$ cat src/rtl/hplvds_tx_serdes.sv
// hplvds_tx_serdes: parallel-to-serial LVDS transmitter with
// electrical-idle sequencing, link training and fill words.
module hplvds_tx_serdes #(
    parameter int WIDTH       = 8,
    parameter int SETTLE_CYC  = 16,
    parameter int TRAIN_WORDS = 4,
    parameter int IDLE_TO     = 32
) (
    input  logic             CLK_I,
    input  logic             RST_I,
    input  logic             EN_I,
    input  logic             POL_I,
    input  logic             FFE_EN_I,
    input  logic [WIDTH-1:0] DATA_I,
    input  logic             VALID_I,
    output logic             READY_O,
    output logic             DO_O,
    output logic             TX_EN_O,
    output logic             TX_VCM_EN_O,
    output logic             TX_EI_O,
    output logic             TX_FFE_O,
    output logic             TX_POL_O,
    output logic [2:0]       STATE_O
);

    localparam int TRAIN_LEN = TRAIN_WORDS * WIDTH;
    localparam int SW = $clog2(SETTLE_CYC + 1);
    localparam int TW = $clog2(TRAIN_LEN + 1);
    localparam int FW = $clog2(IDLE_TO + 1);
    localparam int BW = $clog2(WIDTH);

    localparam logic [SW-1:0] SETTLE_LAST = SW'(SETTLE_CYC - 1);
    localparam logic [TW-1:0] TRAIN_LAST  = TW'(TRAIN_LEN - 1);
    localparam logic [FW-1:0] FILL_MAX    = FW'(IDLE_TO);
    localparam logic [BW-1:0] BIT_LAST    = BW'(WIDTH - 1);

    // Alternating 1,0,1,0... pattern, bit0 first on the wire
    localparam logic [2*WIDTH-1:0] REP  = {WIDTH{2'b01}};
    localparam logic [WIDTH-1:0]   FILL = REP[WIDTH-1:0];

    typedef enum logic [2:0] {
        OFF    = 3'd0,
        SETTLE = 3'd1,
        EIDLE  = 3'd2,
        TRAIN  = 3'd3,
        DATA   = 3'd4
    } stateT;

    stateT            state, nState;
    logic [SW-1:0]    settleCnt, nSettle;
    logic [TW-1:0]    trainCnt, nTrain;
    logic [FW-1:0]    fillCnt, nFill;
    logic [BW-1:0]    bitCnt, nBit;
    logic [WIDTH-1:0] shiftReg, nShift;
    logic             nDo, firstBit, nActive, nFfe, wordEnd;

    assign wordEnd = (state == TRAIN && trainCnt == TRAIN_LAST) ||
                     (state == DATA && bitCnt == BIT_LAST);
    assign READY_O = wordEnd;
    assign STATE_O = state;

    always_comb begin
        nState   = state;
        nSettle  = settleCnt;
        nTrain   = trainCnt;
        nFill    = fillCnt;
        nBit     = bitCnt;
        nShift   = shiftReg;
        nDo      = 1'b0;
        firstBit = 1'b0;
        unique case (state)
            OFF: begin
                if (EN_I) begin
                    nState  = SETTLE;
                    nSettle = '0;
                end
            end
            SETTLE: begin
                if (settleCnt == SETTLE_LAST) begin
                    nState  = EIDLE;
                    nSettle = '0;
                end else begin
                    nSettle = settleCnt + 1'b1;
                end
            end
            EIDLE: begin
                if (VALID_I) begin
                    nState   = TRAIN;
                    nTrain   = '0;
                    nDo      = 1'b1;
                    firstBit = 1'b1;
                end
            end
            TRAIN: begin
                if (!wordEnd) begin
                    nTrain = trainCnt + 1'b1;
                    nDo    = ~nTrain[0];
                end
            end
            DATA: begin
                if (!wordEnd) begin
                    nBit   = bitCnt + 1'b1;
                    nDo    = shiftReg[0];
                    nShift = shiftReg >> 1;
                end
            end
            default: nState = OFF;
        endcase

        // Word boundary: next word, a fill word, or timeout to idle
        if (wordEnd) begin
            nBit   = '0;
            nTrain = '0;
            if (VALID_I) begin
                nState = DATA;
                nDo    = DATA_I[0];
                nShift = DATA_I >> 1;
                nFill  = '0;
            end else if (fillCnt == FILL_MAX) begin
                nState = EIDLE;
                nShift = '0;
                nFill  = '0;
            end else begin
                nState = DATA;
                nDo    = FILL[0];
                nShift = FILL >> 1;
                nFill  = fillCnt + 1'b1;
            end
        end

        if (!EN_I) begin
            nState  = OFF;
            nSettle = '0;
            nTrain  = '0;
            nFill   = '0;
            nBit    = '0;
            nShift  = '0;
            nDo     = 1'b0;
        end
    end

    assign nActive = (nState == TRAIN) || (nState == DATA);
    assign nFfe    = FFE_EN_I & ~firstBit & nActive & (nDo ~^ DO_O);

    always_ff @(posedge CLK_I) begin
        if (RST_I) begin
            state       <= OFF;
            settleCnt   <= '0;
            trainCnt    <= '0;
            fillCnt     <= '0;
            bitCnt      <= '0;
            shiftReg    <= '0;
            DO_O        <= 1'b0;
            TX_EN_O     <= 1'b0;
            TX_VCM_EN_O <= 1'b0;
            TX_EI_O     <= 1'b1;
            TX_FFE_O    <= 1'b0;
            TX_POL_O    <= 1'b0;
        end else begin
            state       <= nState;
            settleCnt   <= nSettle;
            trainCnt    <= nTrain;
            fillCnt     <= nFill;
            bitCnt      <= nBit;
            shiftReg    <= nShift;
            DO_O        <= nDo;
            TX_EN_O     <= (nState != OFF);
            TX_VCM_EN_O <= (nState != OFF);
            TX_EI_O     <= ~nActive;
            TX_FFE_O    <= nFfe;
            if (state == OFF) TX_POL_O <= POL_I;
        end
    end

endmodule

$ cat config.mk
export PLATFORM = sky130hd
export DESIGN_NAME = hplvds_tx_serdes
export DESIGN_NICKNAME = d
export VERILOG_FILES = /design/src/rtl/hplvds_tx_serdes.sv
export SDC_FILE = /design/constraint.sdc
export NUM_CORES = 1
export LEC_CHECK = 0
export BUFFER_PORTS_ARGS = -buffer_cell sky130_fd_sc_hd__buf_2
export CORE_MARGIN = 2
export CORE_UTILIZATION = 50
export CTS_BUF_LIST = sky130_fd_sc_hd__clkbuf_16
export CTS_CLUSTER_DIAMETER = 120
export DETAILED_ROUTE_END_ITERATION = 7
export GPL_TIMING_DRIVEN = 0
export HOLD_SLACK_MARGIN = 0.08
export PLACE_DENSITY_LB_ADDON = 0.05
export SYNTH_ARGS = -nofsm -noshare
export SYNTH_HDL_FRONTEND = slang
export SYNTH_SLANG_ARGS = --single-unit
$ cat constraint.sdc
create_clock -name CLK_I -period 1.8 [get_ports CLK_I]
set_clock_uncertainty 0.1 [all_clocks]
set_input_delay 0.09 -clock CLK_I [delete_from_list [all_inputs] [get_ports CLK_I]]
set_output_delay 0.09 -clock CLK_I [all_outputs]
set_load 0.05 [all_outputs]
==> flow_summary.toml <==
[setup_path]
cpPeakStageDelay_ps = 330
cp.required_ps = 1890
crit_type = "reg2reg"
worstPathArrival_ps = 1960
regToRegSetupSlack_ps = -60
reg2reg_from = "bitCnt[0]$_SDFFE_PP0N_"
setup.worst_path.start = "bitCnt[0]$_SDFFE_PP0N_"
reg2reg_to = "TX_FFE_O$_SDFF_PP0_"
critPathCaptureType = "flop"
crit_chain = "ha_1, ha_2, a22oi_4, mux2i_2, nand3_1, a211oi_2"
cpMaxStageDelayCell = "dfxtp_2"
startpoint_type = "flop"
r2r_cells = 6
path_max_fanout = 6

[drt]
antenna_left = 0
post_drt_via_cell_ratio = 5.71
first_pass_iters = 4
drtIter0Drc = 153
drc = 0
wl_mm = 4.33
post_drt_wl_per_cell_um = 14.7
dr_total_vias = 1685

[yosys]
ys.warnings.count = 0
synth_ff_type = "dfxtp_1"
yosys.area_share.xor_xnor = 0.0303
synth_compound_gate_area_share = 0.190
ys_ff_latch = 35
synth_fp_nets = 219
netlist_instances = 199
synthMuxAreaShare = 0.0238
synth_top_area_cell = "dfxtp_1"
ys_seq_area_frac = 0.404
yosys-top-cells-area = "dfxtp_1 (40%), nor2_1 (4.8%), ha_1 (4.3%)"
synth_fa_ha_area_frac = 0.0433
synth_edf_count = 0
avgSynthCellArea_um2 = 8.71
synth_simple_gate_area_frac = 0.258
synth_cell_types = 49
synth_top_area_share = 0.404
synth_top_family_by_area = "simple AND/OR/NAND/NOR gates"
async_reset_ff_frac = 0
mappedNetlistArea_um2 = 1730

[finish]
final_area_um2 = 2300
fin_util = 0.690
drive_above_1_share = 0.281
fillCellCount = 282
num_antenna_cells = 0
fin_cells = 295
syn_to_final_growth_pct = 32.8
fin_nets = 268

[power_and_ir_drop]
p_leak_nw = 0.926
power_per_cell_area_nw_per_um2 = 737
p_total_mw = 1.70
ir_worst_vdd_mv = 0.425

[die]
fp-row-count = 21
start_util = 0.520
dieArea_um2 = 3960
die_h_um = 62.9
io-pin-count = 24
core_area_um2 = 3340
fp.dieW_um = 62.9

[global_route]
grt_max_degree = 11
track_usage = 0.233
grt_pass1_wl_mm = 7.20
gr-total-overflow = 0
grt_pass1_vias = 1530
antenna_found_initial = 0

[placement]
port_buffers = 22
place_congestion = 0.788
dp_cells = 267
place_area_um2 = 1910
dp_hpwl_mm = 2.93
dp_slack_ps = -223

[clocking]
cts_tree = "built"
cts_num_sinks = 35
clkTransAtPathRegs_ps = 50
clockRootBuffer = "clkbuf_16"
clk_path_buf_depth = 2
clk_latency_ps = 280
cts_max_level = 2
cts_buffers = 5

[sta]
layout_setup_ws_ps = -64.7
fin_tns_setup_ps = -151
setup_violations = 5
holdWs_ps = 144
period_needed_ps = 1860
tightest_slew_ps = 601
max_freq_mhz = 536
final-hold-violation-count = 0
fin_crit_sh = 1.04
maxSlewHeadroom = 0.600
drv_slew = 0
rsz0062_at_grt = "yes"

[min_path]
hold_depth = 3
whs_endpoint = "DO_O$_SDFF_PP0_"
hold_class = "in2reg"
hold_path.startpoint = "EN_I"

[run_status]
outcome = "finished with violations"
violations = "setup timing"

[flow_run]
cap_violations = 0
## cells in the mapped netlist, types with 3 or more instances
library cell / n
ha_1: 6
nand3b_1: 3
clkbuf_1: 4
a31oi_1: 6
o21ai_0: 8
buf_2: 3
dfxtp_1: 35
xor2_1: 4
a21oi_1: 13
a311oi_1: 4
nand4_1: 3
nand3_1: 12
nor2_1: 22
nand4b_1: 3
inv_1: 4
nor2b_1: 4
nand2_1: 19
mux2i_1: 3
o211ai_1: 4
## flip-flops by register name, indices dropped and copies added, names as in the netlist
register / flops
STATE_O: 3
TX_POL_O: 1
TX_VCM_EN_O: 1
bitCnt: 3
trainCnt: 6
fillCnt: 6
TX_EI_O: 1
shiftReg: 7
DO_O: 1
TX_FFE_O: 1
settleCnt: 5
## worst max-delay path by stage
stage | slack (ps) | cells past startpoint | to
2_1_floorplan | 3 | 5 | TX_FFE_O$_SDFF_PP0_
3_3_place_gp | -150 | 7 | TX_VCM_EN_O$_SDFF_PP0_
3_5_place_dp | -220 | 6 | TX_FFE_O$_SDFF_PP0_
4_1_cts | -80 | 6 | READY_O
5_1_grt | -150 | 6 | TX_FFE_O$_SDFF_PP0_
6_report | -60 | 6 | TX_FFE_O$_SDFF_PP0_
## area by class of cell
type / instances / area [um2] / share of cell area
Multi-Input combinational cell: 147 / 1000 / 0.436
Clock buffer: 5 / 125 / 0.0543
Inverter: 5 / 18.8 / 0.00815
Timing Repair Buffer: 42 / 305 / 0.133
Sequential cell: 35 / 711 / 0.309
Buffer: 12 / 70.1 / 0.0304
Clock inverter: 3 / 11.3 / 0.00489
Tap cell: 46 / 57.6 / 0.0250
## power breakdown
part | total, mW | leakage [nW] | internal [mW] | switching, mW
Combinational | 0.106 | 0.570 | 0.0439 | 0.0620
Clock | 0.808 | 0.0701 | 0.497 | 0.310
Sequential | 0.783 | 0.286 | 0.779 | 0.00470
## kinds of logic after synthesis
family	Yosys count
mux	4
buf+inv	17
fa+ha+maj	6
compound gates	48
flops	35
simple gates	83
xor+xnor	6
## routing by layer
metal / global-route usage / share of wire / vias to the layer above / routed length (um)
li1: - / - / 822 / -
met1: 0.270 / 0.43 / 802 / 1860
met2: 0.412 / 0.51 / 52 / 2200
met3: 0.0523 / 0.045 / 9 / 195
met4: 0.0917 / 0.015 / 0 / 66
met5: 0 / 0 / - / 0
## worst max-delay path, delay by kind of cell, from the launching register on
family,cells,cell delay [ps]
and+or+nand+nor,1,140
AOI/OAI and AO/OA,2,470
DFF,1,330
muxes,1,330
adders and majority gates,2,410
## placed cells by master, fill, tap and decap left out, drive strengths merged, types with 6 or more instances in the layout
| cell | n |
|---|---|
| clkbuf | 10 |
| ha | 6 |
| nor2 | 22 |
| nand3 | 12 |
| o21ai | 10 |
| nand2 | 20 |
| a21oi | 13 |
| buf | 38 |
| dfxtp | 35 |
| dlygate4sd3 | 11 |
| inv | 6 |
| a31oi | 6 |
## what timing repair did
item | CTS | global route
endpoints found under the hold margin | 10 | 0
pin swaps | 11 | 10
gates resized for setup | 17 | 7
hold buffers | 11 | 0
setup buffers | 8 | 1
endpoints found under the setup margin | 17 | 21
Note: power is estimated with default switching activity, not from simulation.
